<file path="config.mk">
export PLATFORM = sky130hd
export DESIGN_NAME = mu0_control_flat
export DESIGN_NICKNAME = d
export VERILOG_FILES = /design/src/rtl/mu0_control_if.sv /design/src/rtl/mu0_control.sv /design/src/flat_wrapper.sv
export SDC_FILE = /design/constraint.sdc
export NUM_CORES = 1
export LEC_CHECK = 0
export CAP_MARGIN = 20
export CORE_AREA = 8 8 45 47
export DETAILED_ROUTE_END_ITERATION = 6
export DIE_AREA = 0 0 53 55
export PLACE_DENSITY = 0.67
export SYNTH_ARGS = -nofsm -noshare
export SYNTH_HDL_FRONTEND = slang
export SYNTH_SLANG_ARGS = --single-unit
</file>
<file path="constraint.sdc">
create_clock -name Clk -period 1.8 [get_ports Clk]
set_input_delay 0.36 -clock Clk [delete_from_list [all_inputs] [get_ports Clk]]
set_output_delay 0.36 -clock Clk [all_outputs]
set_load 0.02 [all_outputs]
</file>
<file path="src/rtl/mu0_control_if.sv">
// Control/datapath signal bundle for the MU0 controller.
// slave = controller side, master = datapath/memory side.
interface mu0_control_if;
    logic [3:0] F;
    logic       N;
    logic       Z;
    logic       Mem_Rdy;
    logic       Start;
    logic       X_sel;
    logic       Y_sel;
    logic       Addr_sel;
    logic       PC_En;
    logic       IR_En;
    logic       Acc_En;
    logic [1:0] M;
    logic       Rd;
    logic       Wr;
    logic       Halted;
    logic       Illegal;

    modport slave (
        input  F, N, Z, Mem_Rdy, Start,
        output X_sel, Y_sel, Addr_sel, PC_En, IR_En, Acc_En, M, Rd, Wr, Halted, Illegal
    );

    modport master (
        output F, N, Z, Mem_Rdy, Start,
        input  X_sel, Y_sel, Addr_sel, PC_En, IR_En, Acc_En, M, Rd, Wr, Halted, Illegal
    );
endinterface

</file>
<file path="src/rtl/mu0_control.sv">
// MU0 controller: FETCH/EXEC/HALT sequencer with outputs decoded from state,
// opcode, flags and Mem_Rdy; Reset gates all enables and memory strobes at once.
module mu0_control (
    input  logic          Clk,
    input  logic          Reset,
    mu0_control_if.slave  bus
);
    typedef enum logic [1:0] {
        S_FETCH = 2'd0,
        S_EXEC  = 2'd1,
        S_HALT  = 2'd2
    } state_t;

    state_t r_state;
    logic   r_illegal;

    logic       w_x_sel;
    logic       w_y_sel;
    logic       w_addr_sel;
    logic       w_pc_en;
    logic       w_ir_en;
    logic       w_acc_en;
    logic [1:0] w_m;
    logic       w_rd;
    logic       w_wr;
    logic       w_halted;

    always_ff @(posedge Clk or posedge Reset) begin
        if (Reset) begin
            r_state   <= S_FETCH;
            r_illegal <= 1'b0;
        end else begin
            unique case (r_state)
                S_FETCH: begin
                    if (bus.Mem_Rdy)
                        r_state <= S_EXEC;
                end
                S_EXEC: begin
                    if (bus.F[3]) begin
                        r_state   <= S_HALT;
                        r_illegal <= 1'b1;
                    end else if (bus.F == 4'd7) begin
                        r_state   <= S_HALT;
                        r_illegal <= 1'b0;
                    end else if (bus.F[2]) begin
                        r_state <= S_FETCH;
                    end else if (bus.Mem_Rdy) begin
                        r_state <= S_FETCH;
                    end
                end
                S_HALT: begin
                    if (bus.Start) begin
                        r_state   <= S_FETCH;
                        r_illegal <= 1'b0;
                    end
                end
                default: r_state <= S_FETCH;
            endcase
        end
    end

    always_comb begin
        w_x_sel    = 1'b0;
        w_y_sel    = 1'b0;
        w_addr_sel = 1'b0;
        w_pc_en    = 1'b0;
        w_ir_en    = 1'b0;
        w_acc_en   = 1'b0;
        w_m        = 2'b00;
        w_rd       = 1'b0;
        w_wr       = 1'b0;
        w_halted   = 1'b0;
        unique case (r_state)
            S_FETCH: begin
                w_x_sel = 1'b1;
                w_m     = 2'b10;
                w_rd    = 1'b1;
                w_ir_en = bus.Mem_Rdy;
                w_pc_en = bus.Mem_Rdy;
            end
            S_EXEC: begin
                unique case (bus.F)
                    4'd0: begin
                        w_addr_sel = 1'b1;
                        w_rd       = 1'b1;
                        w_acc_en   = bus.Mem_Rdy;
                    end
                    4'd1: begin
                        w_addr_sel = 1'b1;
                        w_wr       = 1'b1;
                    end
                    4'd2, 4'd3: begin
                        w_addr_sel = 1'b1;
                        w_rd       = 1'b1;
                        w_m        = bus.F[0] ? 2'b11 : 2'b01;
                        w_acc_en   = bus.Mem_Rdy;
                    end
                    4'd4, 4'd5, 4'd6: begin
                        // JMP always, JGE on !N, JNE on !Z; untaken jumps leave everything idle
                        if ((bus.F == 4'd4) || (bus.F == 4'd5 && !bus.N) || (bus.F == 4'd6 && !bus.Z)) begin
                            w_y_sel = 1'b1;
                            w_pc_en = 1'b1;
                        end
                    end
                    default: ;
                endcase
            end
            S_HALT: w_halted = 1'b1;
            default: ;
        endcase
        if (Reset) begin
            w_pc_en  = 1'b0;
            w_ir_en  = 1'b0;
            w_acc_en = 1'b0;
            w_rd     = 1'b0;
            w_wr     = 1'b0;
            w_halted = 1'b0;
        end
    end

    assign bus.X_sel    = w_x_sel;
    assign bus.Y_sel    = w_y_sel;
    assign bus.Addr_sel = w_addr_sel;
    assign bus.PC_En    = w_pc_en;
    assign bus.IR_En    = w_ir_en;
    assign bus.Acc_En   = w_acc_en;
    assign bus.M        = w_m;
    assign bus.Rd       = w_rd;
    assign bus.Wr       = w_wr;
    assign bus.Halted   = w_halted;
    assign bus.Illegal  = r_illegal;
endmodule

</file>
<file path="src/flat_wrapper.sv">
// flat-port wrapper written by rule: the top's interface ports become plain ports
module mu0_control_flat 
  (Clk, Reset, bus_F, bus_N, bus_Z, bus_Mem_Rdy, bus_Start, bus_X_sel, bus_Y_sel, bus_Addr_sel, bus_PC_En, bus_IR_En, bus_Acc_En, bus_M, bus_Rd, bus_Wr, bus_Halted, bus_Illegal);
  mu0_control_if bus_i ();
  input  logic Clk;
  input  logic Reset;
  input wire logic [$bits(bus_i.F)-1:0] bus_F;
  input wire logic [$bits(bus_i.N)-1:0] bus_N;
  input wire logic [$bits(bus_i.Z)-1:0] bus_Z;
  input wire logic [$bits(bus_i.Mem_Rdy)-1:0] bus_Mem_Rdy;
  input wire logic [$bits(bus_i.Start)-1:0] bus_Start;
  output wire logic [$bits(bus_i.X_sel)-1:0] bus_X_sel;
  output wire logic [$bits(bus_i.Y_sel)-1:0] bus_Y_sel;
  output wire logic [$bits(bus_i.Addr_sel)-1:0] bus_Addr_sel;
  output wire logic [$bits(bus_i.PC_En)-1:0] bus_PC_En;
  output wire logic [$bits(bus_i.IR_En)-1:0] bus_IR_En;
  output wire logic [$bits(bus_i.Acc_En)-1:0] bus_Acc_En;
  output wire logic [$bits(bus_i.M)-1:0] bus_M;
  output wire logic [$bits(bus_i.Rd)-1:0] bus_Rd;
  output wire logic [$bits(bus_i.Wr)-1:0] bus_Wr;
  output wire logic [$bits(bus_i.Halted)-1:0] bus_Halted;
  output wire logic [$bits(bus_i.Illegal)-1:0] bus_Illegal;
  assign bus_i.F = bus_F;
  assign bus_i.N = bus_N;
  assign bus_i.Z = bus_Z;
  assign bus_i.Mem_Rdy = bus_Mem_Rdy;
  assign bus_i.Start = bus_Start;
  assign bus_X_sel = bus_i.X_sel;
  assign bus_Y_sel = bus_i.Y_sel;
  assign bus_Addr_sel = bus_i.Addr_sel;
  assign bus_PC_En = bus_i.PC_En;
  assign bus_IR_En = bus_i.IR_En;
  assign bus_Acc_En = bus_i.Acc_En;
  assign bus_M = bus_i.M;
  assign bus_Rd = bus_i.Rd;
  assign bus_Wr = bus_i.Wr;
  assign bus_Halted = bus_i.Halted;
  assign bus_Illegal = bus_i.Illegal;
  mu0_control u_core (.Clk(Clk), .Reset(Reset), .bus(bus_i));
endmodule
</file>
**Word-level counts from Yosys, hierarchy flattened**

Index checks and enable logic that the tools add are counted.
W data, S select, Z words.

- Register bits after elaboration: 3
- Input bits: 10
- Output and inout bits: 12
- Logic and storage cells: 65

- Eq/ne operators: 13
- Mux-type cells: 35
- Reduce and logical (&&, ||, !) cells: 15

Operator list:

| kind | count |
|---|---|
| $mux W1 | 22 |
| $eq A4 B3 Y1 const B | 4 |
| $mux W2 | 8 |
| $eq A4 B2 Y1 const B | 2 |
| $pmux W1 S2 | 3 |
| $pmux W2 S3 | 1 |
| $reduce_and A3 Y1 | 2 |
| $reduce_or A3 Y1 | 2 |
| $ne A5 B4 Y1 const B | 1 |
| $eq A4 B1 Y1 const B | 1 |
| $logic_not A4 Y1 | 1 |
| $ne A2 B2 Y1 const B | 2 |
| $pmux W2 S2 | 1 |
| $reduce_or A4 Y1 | 1 |
| $ne A3 B2 Y1 const B | 1 |
| $eq A2 B1 Y1 const B | 1 |
| $eq A2 B2 Y1 const B | 1 |
| $logic_and A1 B1 Y1 | 2 |
| $logic_not A1 Y1 | 2 |
| $logic_not A2 Y1 | 1 |
| $logic_or A1 B1 Y1 | 2 |
| $reduce_bool A2 Y1 | 1 |
| $reduce_or A2 Y1 | 1 |

**Logic depth before layout (Yosys ltp)**

Gate-level depths: netlist (run 1).

- Depth in word-level cells: 8
- Depth in mapped cells: 5
- Depth with buffers taken out: 5

**Least setup slack after synthesis (run 1)**

OpenSTA, ideal clock, no wires.

- Path type: flip-flop to output port
- Start: reg u_core.r_state[1]
- End: out bus_Wr
- Data arrival time: 1,579 ps
- Required time: 1,440 ps
- Slack: -139 ps
- Cell stages (with the launch flop): 5
- Buffers on the path: 0
- Path through: dfrtp_1 -> inv_1 -> ha_1 -> nor3b_2 -> nor4b_2

- Word-level cells in the longest chain between the ends: 3

RTL lines:

| item | RTL line | text |
|---|---|---|
| from (decl) | mu0_control.sv:14 | `state_t r_state;` |
| from (signal assigned) | mu0_control.sv:30 | `r_state <= S_FETCH;` |
| from (signal assigned) | mu0_control.sv:36 | `r_state <= S_EXEC;` |
| from (signal assigned) | mu0_control.sv:40 | `r_state <= S_HALT;` |
| $eq A2 B1 Y1 | mu0_control.sv:73 | `unique case (r_state)` |
| $mux W1 | mu0_control.sv:73 |  |
| $mux W1 | mu0_control.sv:111 | `if (Reset) begin` |
| to (decl) | flat_wrapper.sv:20 | `output wire logic [$bits(bus_i.Wr)-1:0] bus_Wr;` |

Every way passes these cells.

**Worst setup path after layout (run 1)**

- Start: reg u_core.r_state[1]
- End: out bus_Acc_En

- Word-level cells in the longest chain between the ends: 3

RTL lines:

| item | RTL line | text |
|---|---|---|
| $eq A2 B1 Y1 | mu0_control.sv:73 |  |
| $mux W1 | mu0_control.sv:73 |  |
| $mux W1 | mu0_control.sv:111 |  |
| to (decl) | flat_wrapper.sv:17 | `output wire logic [$bits(bus_i.Acc_En)-1:0] bus_Acc_En;` |

Every way passes these cells.

==> run metrics, run 1 <==
Initial DRT Pass Iterations 1; startpoint types flop; final setup vio count 5; post-route ant nets 0; period utilization 105%; dpl cell area 718 sq um; CP Buf/Inv Count 2; mapped cell area 343 sq um; Crit path required time 1.44 ns; crit path kind flop to primary output; CP max FO 4; Top delay family on crit path simple AND/OR/NAND/NOR gates; commonest non-fill, non-tap cells in the layout 21 x buf_4, 7 x clkdlybuf4s50_1, 6 x buf_6, 5 x inv_1; Std-Cell Core Area 1380 sq um; Area Growth Syn to Fin 123%; DRC Markers 0; Initial Utilization 24.8%; post-synthesis average cell area 8.57 sq um; share of cells above drive strength 1 51.8%; crit path cell chain inv_2, ha_4, nor3b_4, o21ai_2, nor3b_4, buf_6; die extent in x 53 microns; RSZ-0062 raised after global routing true; Power Total 0.969 mW; Vias 437; Site Rows 14; min Tclk post-route 1.89 ns; Final Cell Area 763 sq um; maximum buffer depth of the clock tree 2; register area share after synthesis 21.9%; initial DRC count 0; initial antenna violation count 0; # hold bufs at CTS 0; fmax 528 MHz; # diodes 0; Worst Path Arrival 1.53 ns; HPWL after DPL 1.09 mm; Die Y 55 microns; WL final 1.33 mm; clock root cell clkbuf_4; crit path max-delay cell type dfrtp_1; Worst-Skew Late Latency 0.23 ns; Power Density 1270 nW/um^2; Slew headroom 81.9%; number of max-cap violations 0; most common cell after layout, fill and taps aside buf_4; die footprint 2920 sq um; Slew Limit Fails 0; Buffers on Ports 21; Final #Nets 97; Clock transition at path regs 0.04 ns; Leak 0.385 nW; largest net degree at the start of global routing 5; Synth cell types 19; #FFs+latches synth 3; r2r setup slk 0.07 ns; Syn Inst Count 40; Ys Warns 0; all-layer global routing usage 9.69%; Num CTS Buffers 3; WL/cell 13.4 microns; H-tree depth 1; clock sinks 3; net count of the mapped netlist 53; clock tree from TritonCTS done; # IOs 22; vias in the first global route 484; Min-Delay Path Class input pin to asynchronous set/reset pin; failing checks setup timing; setup ws final -0.0946 ns; Final GP Congestion 0.760; grt ovf 0; outcome complete, but fails checks; drt via density 4.41; slowest stage delay, CP 0.38 ns; critical path capture point type primary output; Clock Skews 0.000330 ns; worst-margin pin slew 0.270 ns; Max VDD drop 630 uV; first-pass GRT wire length 2.16 mm; critical path's most frequent cell nor3b_4; final hold vios 0
## layout make-up
cell class / count / area (sq um)
clock buffers: 4 / 26.3
fillers: 143 / 621
inverters: 6 / 22.5
multi-input cells: 31 / 288
flip-flops and latches: 3 / 75.1
well taps: 16 / 20.0
repair buffers: 39 / 332
## registers in the layout, summed over array words and instances (netlist names)
| signal | flops |
|---|---|
| u_core.r_state | 2 |
| u_core.bus.Illegal | 1 |
## power by group
group / internal, mW / switching, mW
registers: 0.102 / 0.0257
clock network: 0.0829 / 0.0329
logic: 0.398 / 0.328
## per-stage QoR
step                      utilization, %  cells  TNS [ns]  setup slack [ns]  hold WS (ns)
after floorplan                        -     40         0           0.00469         0.127
after global placement              51.9     93     -4.48            -0.605         0.571
after detailed placement            51.9     93     -4.74            -0.635         0.571
after CTS                           53.3     98    -0.300           -0.0980         0.497
after global routing                55.2     99    -0.782            -0.199         0.526
final                               55.2     99    -0.290           -0.0946         0.514
## tightest hold or removal path, stage by stage
cell             delay (ns)
clkdlybuf4s50_1        0.44
inv_1                  0.12
buf_4                  0.14
## per-layer routing
layer	vias up	track usage, %	routed length, microns
li1	228	-	-
met1	190	10.8	586
met2	19	16.6	622
met3	0	2.41	119
met4	0	5.17	0
met5	-	0	0
## worst paths after layout
path                                    start                 end  cells after the start
setup reg to reg            u_core.r_state[1]   u_core.r_state[1]                      8
min in group Clk           u_core.bus.Illegal  u_core.bus.Illegal                      2
hold reg to reg            u_core.bus.Illegal  u_core.bus.Illegal                      2
max in group asynchronous               Reset   u_core.r_state[1]                      3
hold / removal                          Reset  u_core.bus.Illegal                      3
setup / recovery            u_core.r_state[1]          bus_Acc_En                      6
## Yosys cell counts, drive strengths merged
cell type,instances,area [sq um]
a21oi,2,10.0
and4,1,8.76
nor2b,4,25.0
and3,2,12.5
nor4b,2,30.0
inv,6,22.5
mux2i,1,10.0
and2,1,8.76
nor3b,2,25.0
nand2b,1,6.26
o211ai,1,7.51
ha,3,37.5
nand2,2,7.51
o21ai,4,23.8
dfrtp,3,75.1
nor3,2,10.0
nand3b,1,7.51
a21o,2,15.0
## logic make-up (layout without fill, tap and decap cells)
kind of cell / count (synthesis) / in the layout / share of synthesized area [%]
AND/OR/NAND/NOR: 18 / 18 / 41.2
AO/OA/AOI/OAI: 9 / 9 / 16.4
buffers and inverters: 6 / 49 / 6.57
adder cells (fa/ha/maj): 3 / 3 / 11.0
flip-flops: 3 / 3 / 21.9
multiplexers: 1 / 1 / 2.92
## what timing repair did
| item | in CTS | in global routing |
|---|---|---|
| pin swaps | 7 | 1 |
| hold endpoints to repair | 0 | 0 |
| cloned | 0 | 0 |
| endpoints found under the setup margin | 11 | 9 |
| setup buffers | 1 | 2 |
| gates resized for setup | 57 | 9 |
Power figures use the tool's default switching activity.
==> run 2: changes to the inputs <==
- RECOVER_POWER: default -> 100
==> run metrics, run 2 (synthesis gave the netlist of run 1 again) <==
outcome complete, but fails checks; failing checks setup timing; critical path capture point type primary output; grt ovf 0; RSZ-0062 raised after global routing true; number of max-cap violations 0; Initial Utilization 24.8%; crit path max-delay cell type dfrtp_1; critical path's most frequent cell nor3b_4; max FFs per register 2; setup ws final -0.0946 ns; Clock Skews 0.000330 ns; initial DRC count 0; Die Y 55 microns; die footprint 2920 sq um; HPWL after DPL 1.09 mm; Slew Limit Fails 0; Biggest register u_core.r_state; fmax 528 MHz; Buffers on Ports 21; Seq. cell area 75.1 sq um; clock root cell clkbuf_4; Min-Delay Path Class flop to flop; largest net degree at the start of global routing 5; WL/cell 13.4 microns; vias in the first global route 484; Site Rows 14; startpoint types flop; Area Growth Syn to Fin 120%; Leak 0.381 nW; final hold vios 0; number of cells after detailed placement 93; Power Total 0.957 mW; H-tree depth 1; Final Cell Area 756 sq um; Final GP Congestion 0.760; period utilization 105%; Slew headroom 81.9%; Power Density 1270 nW/um^2; most common cell after layout, fill and taps aside buf_4; clock sinks 3; worst-margin pin slew 0.270 ns; Initial DRT Pass Iterations 1; min Tclk post-route 1.89 ns; DRC Markers 0; share of cells above drive strength 1 48.2%; slowest stage delay, CP 0.38 ns; dpl cell area 718 sq um; WL final 1.33 mm; Vias 436; crit path kind flop to primary output; clock tree from TritonCTS done; Worst-Skew Late Latency 0.23 ns; final setup vio count 6; first-pass GRT wire length 2.16 mm; CP max FO 4; all-layer global routing usage 9.69%; Num CTS Buffers 3; Clock transition at path regs 0.04 ns; post-layout util 54.6%; # IOs 22; # diodes 0; Std-Cell Core Area 1380 sq um; post-route ant nets 0; maximum buffer depth of the clock tree 2; pre-CTS setup slack -0.635 ns; drt via density 4.40; initial antenna violation count 0; Crit path required time 1.44 ns; Multi-input gate area 285 sq um; commonest non-fill, non-tap cells in the layout 19 x buf_4, 6 x buf_6, 5 x inv_1, 5 x clkdlybuf4s50_1, 4 x clkbuf_4; FILL cells 142; crit path cell chain inv_2, ha_4, nor3b_4, o21ai_2, nor3b_4, buf_6; Worst Path Arrival 1.53 ns; Final #Nets 97; die extent in x 53 microns; fin cells 99; Max VDD drop 624 uV
## run 2: changes by cell type in the layout (fill, tap and decap cells not counted)
cell	before	now
clkbuf_4	3	4
clkbuf_2	1	0
ha_1	1	2
buf_4	21	19
dlygate4sd3_1	0	2
clkbuf_1	1	3
clkdlybuf4s50_1	7	5
ha_2	1	0
## run 2: timing repair
action                     4_1_cts  5_1_grt
setup endpoints to repair       11        9
resized for setup               57        9
pin swaps                        7        1
hold buffers                     0        0
setup buffers                    1        2
## run 2: layout make-up
| type | count | share of cell area [%] |
|---|---|---|
| Sequential cell | 3 | 9.93 |
| Inverter | 6 | 2.98 |
| Multi-Input combinational cell | 31 | 37.7 |
| Clock buffer | 4 | 3.48 |
| Timing Repair Buffer | 39 | 43.2 |
| Tap cell | 16 | 2.65 |
## run 2: layer usage
layer	share of wire [%]	vias up	global-route usage, %
met3	9.2	0	2.41
li1	-	227	-
met1	44	190	10.8
met2	47	19	16.6
met5	0	-	0
met4	0	0	5.17
## run 2: report_power, final
group	switching (mW)	total [mW]	internal, mW
clock	0.0329	0.116	0.0829
sequential	0.0251	0.127	0.102
combinational	0.327	0.714	0.387
## run 2: stage by stage
| step | TNS (ns) | hold slack, ns |
|---|---|---|
| after detailed placement | -4.74 | 0.571 |
| after global placement | -4.48 | 0.571 |
| after CTS | -0.300 | 0.497 |
| after floorplan | 0 | 0.127 |
| final | -0.332 | 0.568 |
| after global routing | -0.838 | 0.632 |
## run 2: worst paths after layout
kind,start,endpoint,slack [ns],cells past startpoint
min in group asynchronous,Reset,u_core.bus.Illegal,0.64,3
max,u_core.r_state[1],bus_Acc_En,-0.09,6
max reg2reg,u_core.r_state[1],u_core.r_state[1],0.04,8
min,u_core.bus.Illegal,u_core.bus.Illegal,0.57,2
min reg2reg,u_core.bus.Illegal,u_core.bus.Illegal,0.57,2
max in group asynchronous,Reset,u_core.r_state[1],1.01,3
## run 2: critical path: cells and delay by family (launching register included)
| family | cells | cell delay [ns] |
|---|---|---|
| simple gates | 2 | 0.45 |
| compound gates | 1 | 0.13 |
| fa+ha+maj | 1 | 0.13 |
| buf+inv | 2 | 0.22 |
| flops | 1 | 0.38 |
